## src/rtl/shift_sched_ctrl.sv

```systemverilog
// Round-robin scheduler that shares one left-shift register between requesters A and B.
// Grants one job at a time, loads the shifter, issues amt shift strobes, returns the tagged result.
module shift_sched_ctrl #(
    parameter int unsigned WIDTH = 4,
    parameter int unsigned AMT_W = 2
) (
    input  logic             clk,
    input  logic             rst,
    input  logic             a_req,
    input  logic [WIDTH-1:0] a_data,
    input  logic [AMT_W-1:0] a_amt,
    output logic             a_gnt,
    input  logic             b_req,
    input  logic [WIDTH-1:0] b_data,
    input  logic [AMT_W-1:0] b_amt,
    output logic             b_gnt,
    output logic             res_valid,
    output logic [WIDTH-1:0] res_data,
    output logic             res_id,
    output logic             busy,
    output logic             sr_load,
    output logic             sr_shift,
    output logic [WIDTH-1:0] sr_din,
    input  logic [WIDTH-1:0] sr_dout
);

    typedef enum logic [1:0] {IDLE, LOAD, SHIFT, DONE} state_t;

    state_t           state_q;
    logic             id_q;
    logic             last_gnt_q;
    logic [WIDTH-1:0] data_q;
    logic [AMT_W-1:0] amt_q;
    logic [AMT_W-1:0] cnt_q;

    logic             a_gnt_q;
    logic             b_gnt_q;
    logic             res_valid_q;
    logic [WIDTH-1:0] res_data_q;
    logic             res_id_q;
    logic             busy_q;
    logic             sr_load_q;
    logic             sr_shift_q;
    logic [WIDTH-1:0] sr_din_q;

    // Winner id: 0 = A, 1 = B; on a tie the requester opposite the last grant wins.
    logic win_d;

    always_comb begin
        win_d = b_req;
        if (a_req && b_req) begin
            win_d = ~last_gnt_q;
        end
    end

    always_ff @(posedge clk or posedge rst) begin
        if (rst) begin
            state_q     <= IDLE;
            id_q        <= 1'b0;
            last_gnt_q  <= 1'b1;
            data_q      <= '0;
            amt_q       <= '0;
            cnt_q       <= '0;
            a_gnt_q     <= 1'b0;
            b_gnt_q     <= 1'b0;
            res_valid_q <= 1'b0;
            res_data_q  <= '0;
            res_id_q    <= 1'b0;
            busy_q      <= 1'b0;
            sr_load_q   <= 1'b0;
            sr_shift_q  <= 1'b0;
            sr_din_q    <= '0;
        end else begin
            a_gnt_q     <= 1'b0;
            b_gnt_q     <= 1'b0;
            res_valid_q <= 1'b0;
            sr_load_q   <= 1'b0;
            sr_shift_q  <= 1'b0;
            case (state_q)
                IDLE: begin
                    if (a_req || b_req) begin
                        state_q    <= LOAD;
                        id_q       <= win_d;
                        last_gnt_q <= win_d;
                        data_q     <= win_d ? b_data : a_data;
                        amt_q      <= win_d ? b_amt : a_amt;
                        sr_din_q   <= win_d ? b_data : a_data;
                        a_gnt_q    <= ~win_d;
                        b_gnt_q    <= win_d;
                        sr_load_q  <= 1'b1;
                        busy_q     <= 1'b1;
                    end
                end
                LOAD: begin
                    cnt_q <= amt_q;
                    if (amt_q != '0) begin
                        state_q    <= SHIFT;
                        sr_shift_q <= 1'b1;
                    end else begin
                        state_q     <= DONE;
                        res_valid_q <= 1'b1;
                        res_data_q  <= data_q;
                        res_id_q    <= id_q;
                    end
                end
                SHIFT: begin
                    cnt_q <= cnt_q - 1'b1;
                    if (cnt_q == AMT_W'(1)) begin
                        // The shifter takes its final shift on this same edge, so the
                        // registered result anticipates it to match sr_dout during DONE.
                        state_q     <= DONE;
                        res_valid_q <= 1'b1;
                        res_data_q  <= sr_dout << 1;
                        res_id_q    <= id_q;
                    end else begin
                        sr_shift_q <= 1'b1;
                    end
                end
                DONE: begin
                    state_q <= IDLE;
                    busy_q  <= 1'b0;
                end
                default: state_q <= IDLE;
            endcase
        end
    end

    assign a_gnt     = a_gnt_q;
    assign b_gnt     = b_gnt_q;
    assign res_valid = res_valid_q;
    assign res_data  = res_data_q;
    assign res_id    = res_id_q;
    assign busy      = busy_q;
    assign sr_load   = sr_load_q;
    assign sr_shift  = sr_shift_q;
    assign sr_din    = sr_din_q;

endmodule

```

## config.mk

```make
export PLATFORM = sky130hd
export DESIGN_NAME = shift_sched_ctrl
export DESIGN_NICKNAME = d
export VERILOG_FILES = /design/src/rtl/shift_sched_ctrl.sv
export SDC_FILE = /design/constraint.sdc
export NUM_CORES = 1
export LEC_CHECK = 0
export CAP_MARGIN = 20
export CORE_MARGIN = 5
export CORE_UTILIZATION = 48
export CTS_BUF_LIST = sky130_fd_sc_hd__clkbuf_16
export DETAILED_ROUTE_END_ITERATION = 12
export PLACE_DENSITY = 0.83
export SLEW_MARGIN = 40
export SYNTH_ARGS = -nofsm -noshare
export SYNTH_HDL_FRONTEND = slang
export SYNTH_SLANG_ARGS = --single-unit
```

## constraint.sdc

```tcl
create_clock -name clk -period 4.3 [get_ports clk]
set_input_delay 0.86 -clock clk [delete_from_list [all_inputs] [get_ports clk]]
set_output_delay 0.86 -clock clk [all_outputs]
set_load 0.01 [all_outputs]
```

==> results_dict.tcl, run 1 <==
set metrics [dict create \
    synth_xor_area_share_pct 0 \
    cts_tree "yes" \
    met2_wirelength_mm 1.31 \
    fmax_ghz 0.486 \
    grt_use_total_pct 17.0 \
    cp_data_arrival_time_ns 1.20 \
    routed-wl-met3_um 115 \
    routedWlPerCell_um 16.6 \
    startpoint_type "flip-flop" \
    r2r_slack_ns 2.43 \
    drc 0 \
    highest_layer "met4" \
    die_area_mm2 0.00333 \
    final.setup.tns_ns 0 \
    post-place-ws_ns 2.01 \
    root_buffer "clkbuf_16" \
    maxCapViolations 0 \
    rows 17 \
    syn-num-nets 118 \
    drt_iter0_drc 16 \
    synth_cell_type_count 24 \
    relSlewSlack_pct 59.0 \
    ant_nets 0 \
    cpLargestDelayFamily "buffers and inverters" \
    synth_mux_area_share_pct 9.15 \
    cts_made_buffers 3 \
    p_leak_nw 0.703 \
    grt_pass1_vias 878 \
    postCtsResizedCells 0 \
    skew_ns 0.00453 \
    p_total_mw 1.18 \
    design_area_mm2 0.00154 \
    p_per_area_mw_per_mm2 766 \
    crit_required_ns 3.44 \
    synth_top_family_by_area "compound AO/OA/AOI/OAI gates" \
    wl_met1_mm 1.09 \
    gp_congestion 0.717 \
    synth_simple_gate_area_share_pct 9.95 \
    final.min_clock_period_ns 2.06 \
    antenna_cells 0 \
    end_kind "output pin" \
    detailed_place_hpwl_mm 1.93 \
    path_clk_slew_ns 0.06 \
    ir_drop_v 0.000435 \
    die_y_um 57.7 \
    setup_ws_ns 2.24 \
    cts-hold-fix-buffers 0 \
    status "finished, final reports clean" \
    totalWireLength_mm 2.58 \
    slowest_delay_ns 0.56 \
    grt_max_degree 24 \
    synth_fa_ha_area_share_pct 9.15 \
    crit_fanout 3 \
    hold_end "id_q" \
    grt_setup_unrepaired "false" \
    initial_utilization_pct 49.9 \
    cts_htree_levels 1 \
    yosysSeqAreaShare_pct 52.7 \
    dieWidth_um 57.7 \
    cts_buffer_depth 2 \
    area_delta_synth_final_pct 40.7 \
    synth_compound_area_share_pct 16.6 \
    overflow 0 \
    antenna_found_initial 0 \
    drive_above_1_share_pct 14.2 \
    min_from "id_q" \
    timing.rr.end "res_data[3]" \
    reg2reg_from "state_q[0]" \
    cts.sinks 23 \
    cp_num_buf_inv 1 \
    nets 156 \
    critPathSlowestCell "clkdlybuf4s50_1" \
    hold_viol 0 \
    grt_pass1_wl_mm 4.25 \
    top_level_ports 35 \
    syn_avg_cell_area_um2 12.2 \
    hold_class "reg -> reg" \
    vias 831 \
    r2r_cells 5 \
    yosys_warnings 0 \
    path_cells "clkdlybuf4s50_1" \
    clkLatencyLatePin_ns 0.26 \
    ys_ff_latch 23 \
    min_period_over_period_pct 47.9 \
    syn_area_mm2 0.00109 \
    finalSetupViolCount 0 \
    via_per_inst 5.36 \
    placed_area_mm2 0.00146 \
    synthCells 90 \
    critPathKind "reg -> out" \
    io_buffers 33 \
    design.core.area_mm2 0.00219 \
    first_pass_iters 4 \
    post_cts_buffers 0 \
    tightest_slew_ns 0.611 \
    final_max_slew_viol_count 0 \
    worstHoldPathCells 1 \
]
sequential cells by signal, indices dropped and copies added, names as in the netlist:
name        flops
sr_din          4
state_q         2
res_valid       1
b_gnt           1
amt_q           2
last_gnt_q      1
cnt_q           2
sr_load         1
busy            1
res_id          1
sr_shift        1
a_gnt           1
res_data        4
id_q            1
cells by family after synthesis:
logic type               count (synthesis)
AO/OA/AOI/OAI                           23
adder cells (fa/ha/maj)                  8
buffers and inverters                    7
flip-flops                              23
multiplexers                             9
AND/OR/NAND/NOR                         20
synthesized netlist by cell type (all sizes together):
library cell,count,area [um^2]
mux2,8,90.1
a32oi,1,16.3
nand3,1,5.00
o21ai,5,25.0
inv,7,26.3
dfrtp,22,551
and2,7,46.3
a21boi,2,15.0
nand2b,1,6.26
nor2b,1,6.26
or3b,1,11.3
a21oi,3,18.8
dfstp,1,26.3
a21o,3,22.5
o2bb2ai,1,8.76
nand2,5,18.8
ha,8,100
nor2,4,15.0
mux2i,1,10.0
o211ai,2,15.0
a221o,6,60.1
worst max path at each step:
stage                     slack [ns]  cells after the start       from    endpoint
final                           2.24                      1  sr_din[2]   sr_din[2]
after CTS                       2.23                      1  sr_din[3]   sr_din[3]
after floorplan                 2.66                      3      b_req  state_q[0]
after global routing            2.09                      4      a_req    amt_q[1]
after detailed placement        2.01                      4      a_req   sr_din[3]
after global placement          2.02                      4      a_req   sr_din[0]
report_power, final:
part           internal [mW]  switching, mW
Combinational          0.323          0.265
Sequential             0.323         0.0669
Clock                  0.125         0.0773
metal layers:
layer  vias up  track usage [%]
met5         -                0
met4         0             8.94
met3         5             2.45
met2        26             28.4
met1       406             21.3
li1        394                -
worst reg2reg max path, stage by stage, from the launching register on:
cell	delay, ns
dfrtp_1	0.42
inv_1	0.21
ha_1	0.25
nand2b_1	0.16
o211ai_1	0.31
mux2_2	0.40
layout by cell type (no fill, tap or decap), types with 3 or more instances in the layout:
master | synthesis | layout
a21o_1 | 3 | 3
a221o_1 | 6 | 6
and2_1 | 6 | 6
clkbuf_16 | 0 | 3
clkdlybuf4s50_1 | 0 | 33
dfrtp_1 | 22 | 22
ha_1 | 8 | 8
inv_1 | 7 | 6
mux2_2 | 8 | 8
nand2_1 | 5 | 5
nor2_1 | 4 | 4
o21ai_1 | 3 | 3
per-stage QoR:
step,hold slack (ns),instances,utilization [%]
2_1_floorplan,0.446,90,-
3_3_place_gp,0.457,151,66.6
3_5_place_dp,0.467,151,66.6
4_1_cts,0.481,155,70.2
5_1_grt,0.515,155,70.2
6_report,0.482,155,70.2
final cells by class:
class	instances	area (um^2)
clock buffer	3	75.1
clock inverter	1	5.00
fill	164	652
inverter	7	26.3
multi-input combinational	60	490
sequential	23	577
tap	28	35.0
timing repair buffer	33	330
Note: power is estimated with default switching activity, not from simulation.
==> inputs of run 2 (changes only) <==
- CORE_UTILIZATION: 48 -> 45
- PLACE_DENSITY: 0.83 -> 0.78
- clock period: 4.3 -> 2.1 ns (I/O delays scaled with it)
==> run 2 against run 1 <==
  * Worst setup slack lost 1.9 ns
  * Critical path depth grew 5
  * Flip-flop and latch count stayed put
  * Largest cell class unchanged
==> results_dict.tcl, run 2 (same netlist as run 1, synthesis figures left out) <==
set metrics [dict create \
    cts_htree_levels 1 \
    critPathKind "reg -> reg" \
    drive_above_1_share_pct 16.0 \
    critPathSlowestCell "dfrtp_1" \
    grt_pass1_vias 870 \
    final.min_clock_period_ns 1.80 \
    p_leak_nw 0.723 \
    busiest_layer "met2" \
    skew_ns 0.000896 \
    rows 17 \
    r2r_cells 6 \
    hold_class "reg -> reg" \
    dieWidth_um 59.3 \
    final_max_slew_viol_count 0 \
    ant_nets 0 \
    root_buffer "clkbuf_16" \
    overflow 0 \
    io_buffers 33 \
    cpLargestDelayFamily "flip-flops" \
    path_clk_slew_ns 0.06 \
    startpoint_type "flip-flop" \
    die_y_um 59.3 \
    reg2reg_from "state_q[0]" \
    cp_data_arrival_time_ns 1.94 \
    worstHoldPathCells 1 \
    end_kind "flip-flop" \
    min_period_over_period_pct 85.7 \
    met2_usage_pct 25.9 \
    p_per_area_mw_per_mm2 1550 \
    postCtsResizedCells 0 \
    p_total_mw 2.43 \
    status "finished, final reports clean" \
    tightest_slew_ns 0.441 \
    grt_max_degree 24 \
    antenna_cells 0 \
    post_cts_buffers 0 \
    stdcell_count 159 \
    grt_pass1_wl_mm 4.10 \
    r2r_slack_ns 0.30 \
    use_met3_pct 2.40 \
    crit_fanout 6 \
    dp_cells 155 \
    routedWlPerCell_um 15.2 \
    grt.met1_usage_pct 19.8 \
    design.core.area_mm2 0.00228 \
    drt_iter0_drc 20 \
    nets 160 \
    cp_num_buf_inv 2 \
    relSlewSlack_pct 70.6 \
    first_pass_iters 4 \
    ir_drop_v 0.000872 \
    totalWireLength_mm 2.41 \
    clkLatencyLatePin_ns 0.25 \
    detailed_place_hpwl_mm 1.82 \
    hold_end "id_q" \
    via_per_inst 5.25 \
    initial_utilization_pct 48.0 \
    num-fill-cells 164 \
    fmax_ghz 0.556 \
    maxCapViolations 0 \
    cts.sinks 23 \
    timing.rr.end "res_data[2]" \
    final_cell_mix "clkdlybuf4s50_1 (33), dfrtp_1 (22), mux2_2 (8), ha_1 (8), inv_1 (7)" \
    layout_commonest_cell "clkdlybuf4s50_1" \
    vias 835 \
    die_area_mm2 0.00352 \
    antenna_found_initial 0 \
    cts_made_buffers 3 \
    cts-hold-fix-buffers 0 \
    crit_required_ns 2.24 \
    grt_setup_unrepaired "false" \
    crit_path_start "state_q[0]" \
    drc 0 \
    hold_viol 0 \
    cts_buffer_depth 2 \
    gp_congestion 0.777 \
    slowest_delay_ns 0.41 \
    min_from "id_q" \
    area_delta_synth_final_pct 43.5 \
    grt_use_total_pct 15.5 \
    finalSetupViolCount 0 \
    final.setup.tns_ns 0 \
    top_level_ports 35 \
    path_cells "inv_1, ha_1, nand2b_1, o211ai_1, buf_4, mux2_2" \
    cts_tree "yes" \
]
## run 2: changes by cell type in the layout (fill, tap and decap cells not counted)
cell	delta
buf_4	+4
inv_1	+1
inv_2	-1
## run 2: worst max-delay path by stage
stage                  end  slack (ns)  depth (start not counted)
6_report       res_data[2]        0.30                          6
5_1_grt        res_data[2]        0.19                          6
4_1_cts        res_data[2]        0.29                          6
3_5_place_dp   res_data[2]        0.31                          6
3_3_place_gp     sr_din[1]        0.33                          5
2_1_floorplan  res_data[0]        0.51                          4
## run 2: metal layers
metal | vias to the layer above | wire length, um
li1 | 406 | -
met2 | 12 | 1210
met5 | - | 0
met1 | 415 | 1110
met4 | 0 | 27
met3 | 2 | 59
## run 2: worst register-to-register path, cell delays in order, from the launching register on
cell	delay, ns
dfrtp_1	0.41
inv_1	0.21
ha_1	0.26
nand2b_1	0.15
o211ai_1	0.12
buf_4	0.18
mux2_2	0.34
## run 2: final cells by class
| cell class | count | area (um^2) | share of cell area, % |
|---|---|---|---|
| Clock inverter | 1 | 5.00 | 0.319 |
| Multi-Input combinational cell | 60 | 490 | 31.3 |
| Tap cell | 28 | 35.0 | 2.23 |
| Timing Repair Buffer | 37 | 360 | 23.0 |
| Sequential cell | 23 | 577 | 36.8 |
| Clock buffer | 3 | 75.1 | 4.78 |
| Inverter | 7 | 26.3 | 1.67 |
## run 2: power breakdown
part	total [mW]	internal [mW]	switching, mW
logic	1.22	0.693	0.527
registers	0.799	0.661	0.138
clock network	0.409	0.256	0.153
total	2.43	1.61	0.818
## run 2: per-stage QoR
stage / worst slack (ns) / util, % / hold WS, ns / cell area (um^2)
floorplan: 0.513 / - / 0.421 / 1090
global placement: 0.331 / 65.4 / 0.457 / 1490
detailed placement: 0.309 / 65.4 / 0.463 / 1490
CTS: 0.288 / 68.9 / 0.477 / 1570
global route: 0.192 / 68.9 / 0.510 / 1570
finish: 0.300 / 68.9 / 0.474 / 1570
==> inputs of run 3 (changes only) <==
- ABC_AREA: unset -> 1
- CORE_ASPECT_RATIO: unset -> 0.75
- CORE_UTILIZATION: 45 -> 46
==> run 3 against run 2 <==
  * Core utilization grew 0.056 points
  * Wire length grew 5.9%
  * Via count grew 17%
  * Total power grew 1.7%
  * Critical path depth shrank 5
  * Combinational power is essentially flat
  * Highest routed layer unchanged
  * Worst setup slack gained 0.19 ns
  * Sequential share of layout area shrank 1.4 points
  * Critical path type is now reg -> out
  * Clock skew grew 0.0019 ns
==> results_dict.tcl, run 3 <==
set metrics [dict create \
    dp_cells 200 \
    antenna_cells 0 \
    p_total_mw 2.47 \
    grt_pass1_wl_mm 4.45 \
    cts_buffer_depth 2 \
    detailed_place_hpwl_mm 1.94 \
    hold_viol 0 \
    ant_nets 0 \
    drive_above_1_share_pct 8.24 \
    syn_area_mm2 0.00118 \
    nets 199 \
    postCtsResizedCells 0 \
    synth_top_area_share_pct 46.8 \
    gp_congestion 0.810 \
    path_cells "clkdlybuf4s50_1" \
    maxCapViolations 0 \
    p_leak_nw 0.810 \
    final_max_slew_viol_count 0 \
    rows 15 \
    path_clk_slew_ns 0.06 \
    synth_cell_type_count 22 \
    drt_iter0_drc 47 \
    yosys-top-cells-area "dfrtp_1 (47%), nand2_1 (15%), ha_1 (8.5%)" \
    ys_ff_latch 23 \
    synthCells 133 \
    syn-num-nets 161 \
    yosysSeqAreaShare_pct 49.0 \
    p_per_area_mw_per_mm2 1510 \
    yosys_warnings 0 \
    syn_avg_cell_area_um2 8.85 \
    final.min_clock_period_ns 1.61 \
    synth_edf_count 0 \
    top_level_ports 35 \
    vias 981 \
    startpoint_type "flip-flop" \
    crit_required_ns 1.68 \
    finalSetupViolCount 0 \
    grt_setup_unrepaired "false" \
    initial_utilization_pct 49.8 \
    cts_made_buffers 3 \
    routedWlPerCell_um 12.5 \
    cts_htree_levels 1 \
    async_flop_share_pct 100 \
    r2r_slack_ns 0.58 \
    root_buffer "clkbuf_16" \
    grt_max_degree 24 \
    cts.sinks 23 \
    slowest_delay_ns 0.56 \
    cp_num_buf_inv 1 \
    layout_commonest_cell "nand2_1" \
    grt_pass1_vias 992 \
    area_delta_synth_final_pct 38.6 \
    status "finished, final reports clean" \
    hold_class "reg -> reg" \
    clkLatencyLatePin_ns 0.25 \
    die_y_um 53.8 \
    dieWidth_um 68.4 \
    via_per_inst 4.81 \
    cpLargestDelayFamily "buffers and inverters" \
    end_kind "output pin" \
    design.core.area_mm2 0.00236 \
    cp_data_arrival_time_ns 1.19 \
    critPathSlowestCell "clkdlybuf4s50_1" \
    overflow 0 \
    cts-hold-fix-buffers 0 \
    antenna_found_initial 0 \
    final.setup.tns_ns 0 \
    first_pass_iters 6 \
    final_cell_mix "nand2_1 (47), clkdlybuf4s50_1 (33), dfrtp_1 (22)" \
    totalWireLength_mm 2.56 \
    critPathKind "reg -> out" \
    min_period_over_period_pct 76.7 \
    post_cts_buffers 0 \
    synth.most_common_cell "nand2_1" \
    ir_drop_v 0.000765 \
    synth.largest_area_cell "dfrtp_1" \
    grt_use_total_pct 16.2 \
    stdcell_count 204 \
    drc 0 \
    io_buffers 33 \
    crit_fanout 3 \
    cts_tree "yes" \
    die_area_mm2 0.00368 \
    tightest_slew_ns 0.346 \
    fmax_ghz 0.621 \
    skew_ns 0.00280 \
    synth_common_cells "nand2_1 (47), dfrtp_1 (22), nand3_1 (14)" \
    relSlewSlack_pct 76.9 \
    synth_flop_cell "dfrtp_1" \
]
run 3: cell count changes in the layout (fill, tap and decap cells not counted), moves of 5 or more:
cell | previous run | this run
mux2_2 | 8 | 0
nand4_1 | 0 | 5
nand2_1 | 5 | 47
and2_1 | 6 | 0
nand3_1 | 1 | 14
inv_1 | 7 | 14
a221o_1 | 6 | 0
run 3: final cells by class:
cell class	instances	area, um^2
inverters	15	58.8
clock inverters	1	3.75
repair buffers	34	338
flip-flops and latches	23	577
well taps	34	42.5
fillers	207	733
multi-input cells	94	537
clock buffers	3	75.1
run 3: power breakdown:
| group | internal (mW) | switching (mW) |
|---|---|---|
| registers | 0.663 | 0.155 |
| logic | 0.556 | 0.697 |
| clock network | 0.254 | 0.144 |
| total | 1.47 | 0.996 |
run 3: logic make-up (layout without fill, tap and decap cells):
| logic type | Yosys count | after routing | share of synthesized area (%) |
|---|---|---|---|
| and+or+nand+nor | 76 | 76 | 31.6 |
| DFF | 23 | 23 | 49.0 |
| AOI/OAI and AO/OA | 10 | 10 | 5.53 |
| buffers and inverters | 16 | 53 | 5.42 |
| adders and majority gates | 8 | 8 | 8.50 |
run 3: path summary, 6_finish.rpt:
check,start,end,depth (start not counted)
min,res_data[0],res_data[0],2
max in group asynchronous,rst,last_gnt_q,3
min reg2reg,res_data[0],res_data[0],2
max reg2reg,state_q[0],res_data[3],6
min in group asynchronous,rst,res_id,3
max,sr_din[3],sr_din[3],1
run 3: layer usage:
layer	vias up	track usage, %	share of wire, %
li1	500	-	-
met1	444	21.8	48
met3	2	5.64	6.7
met5	-	0	0
met4	0	1.98	0.31
met2	35	25.7	45
run 3: tightest hold or removal path: stages, from the launching register on:
cell     delay [ns]
dfrtp_1        0.34
nand2_1        0.05
nand2_1        0.04
run 3: metrics by stage:
stage	area [um^2]	hold WS, ns	setup slack [ns]	util, %
floorplan	1180	0.421	0.799	-
global placement	1550	0.455	0.510	65.7
detailed placement	1550	0.459	0.492	65.7
CTS	1630	0.474	0.488	69.0
global route	1630	0.506	0.440	69.0
finish	1630	0.469	0.489	69.0
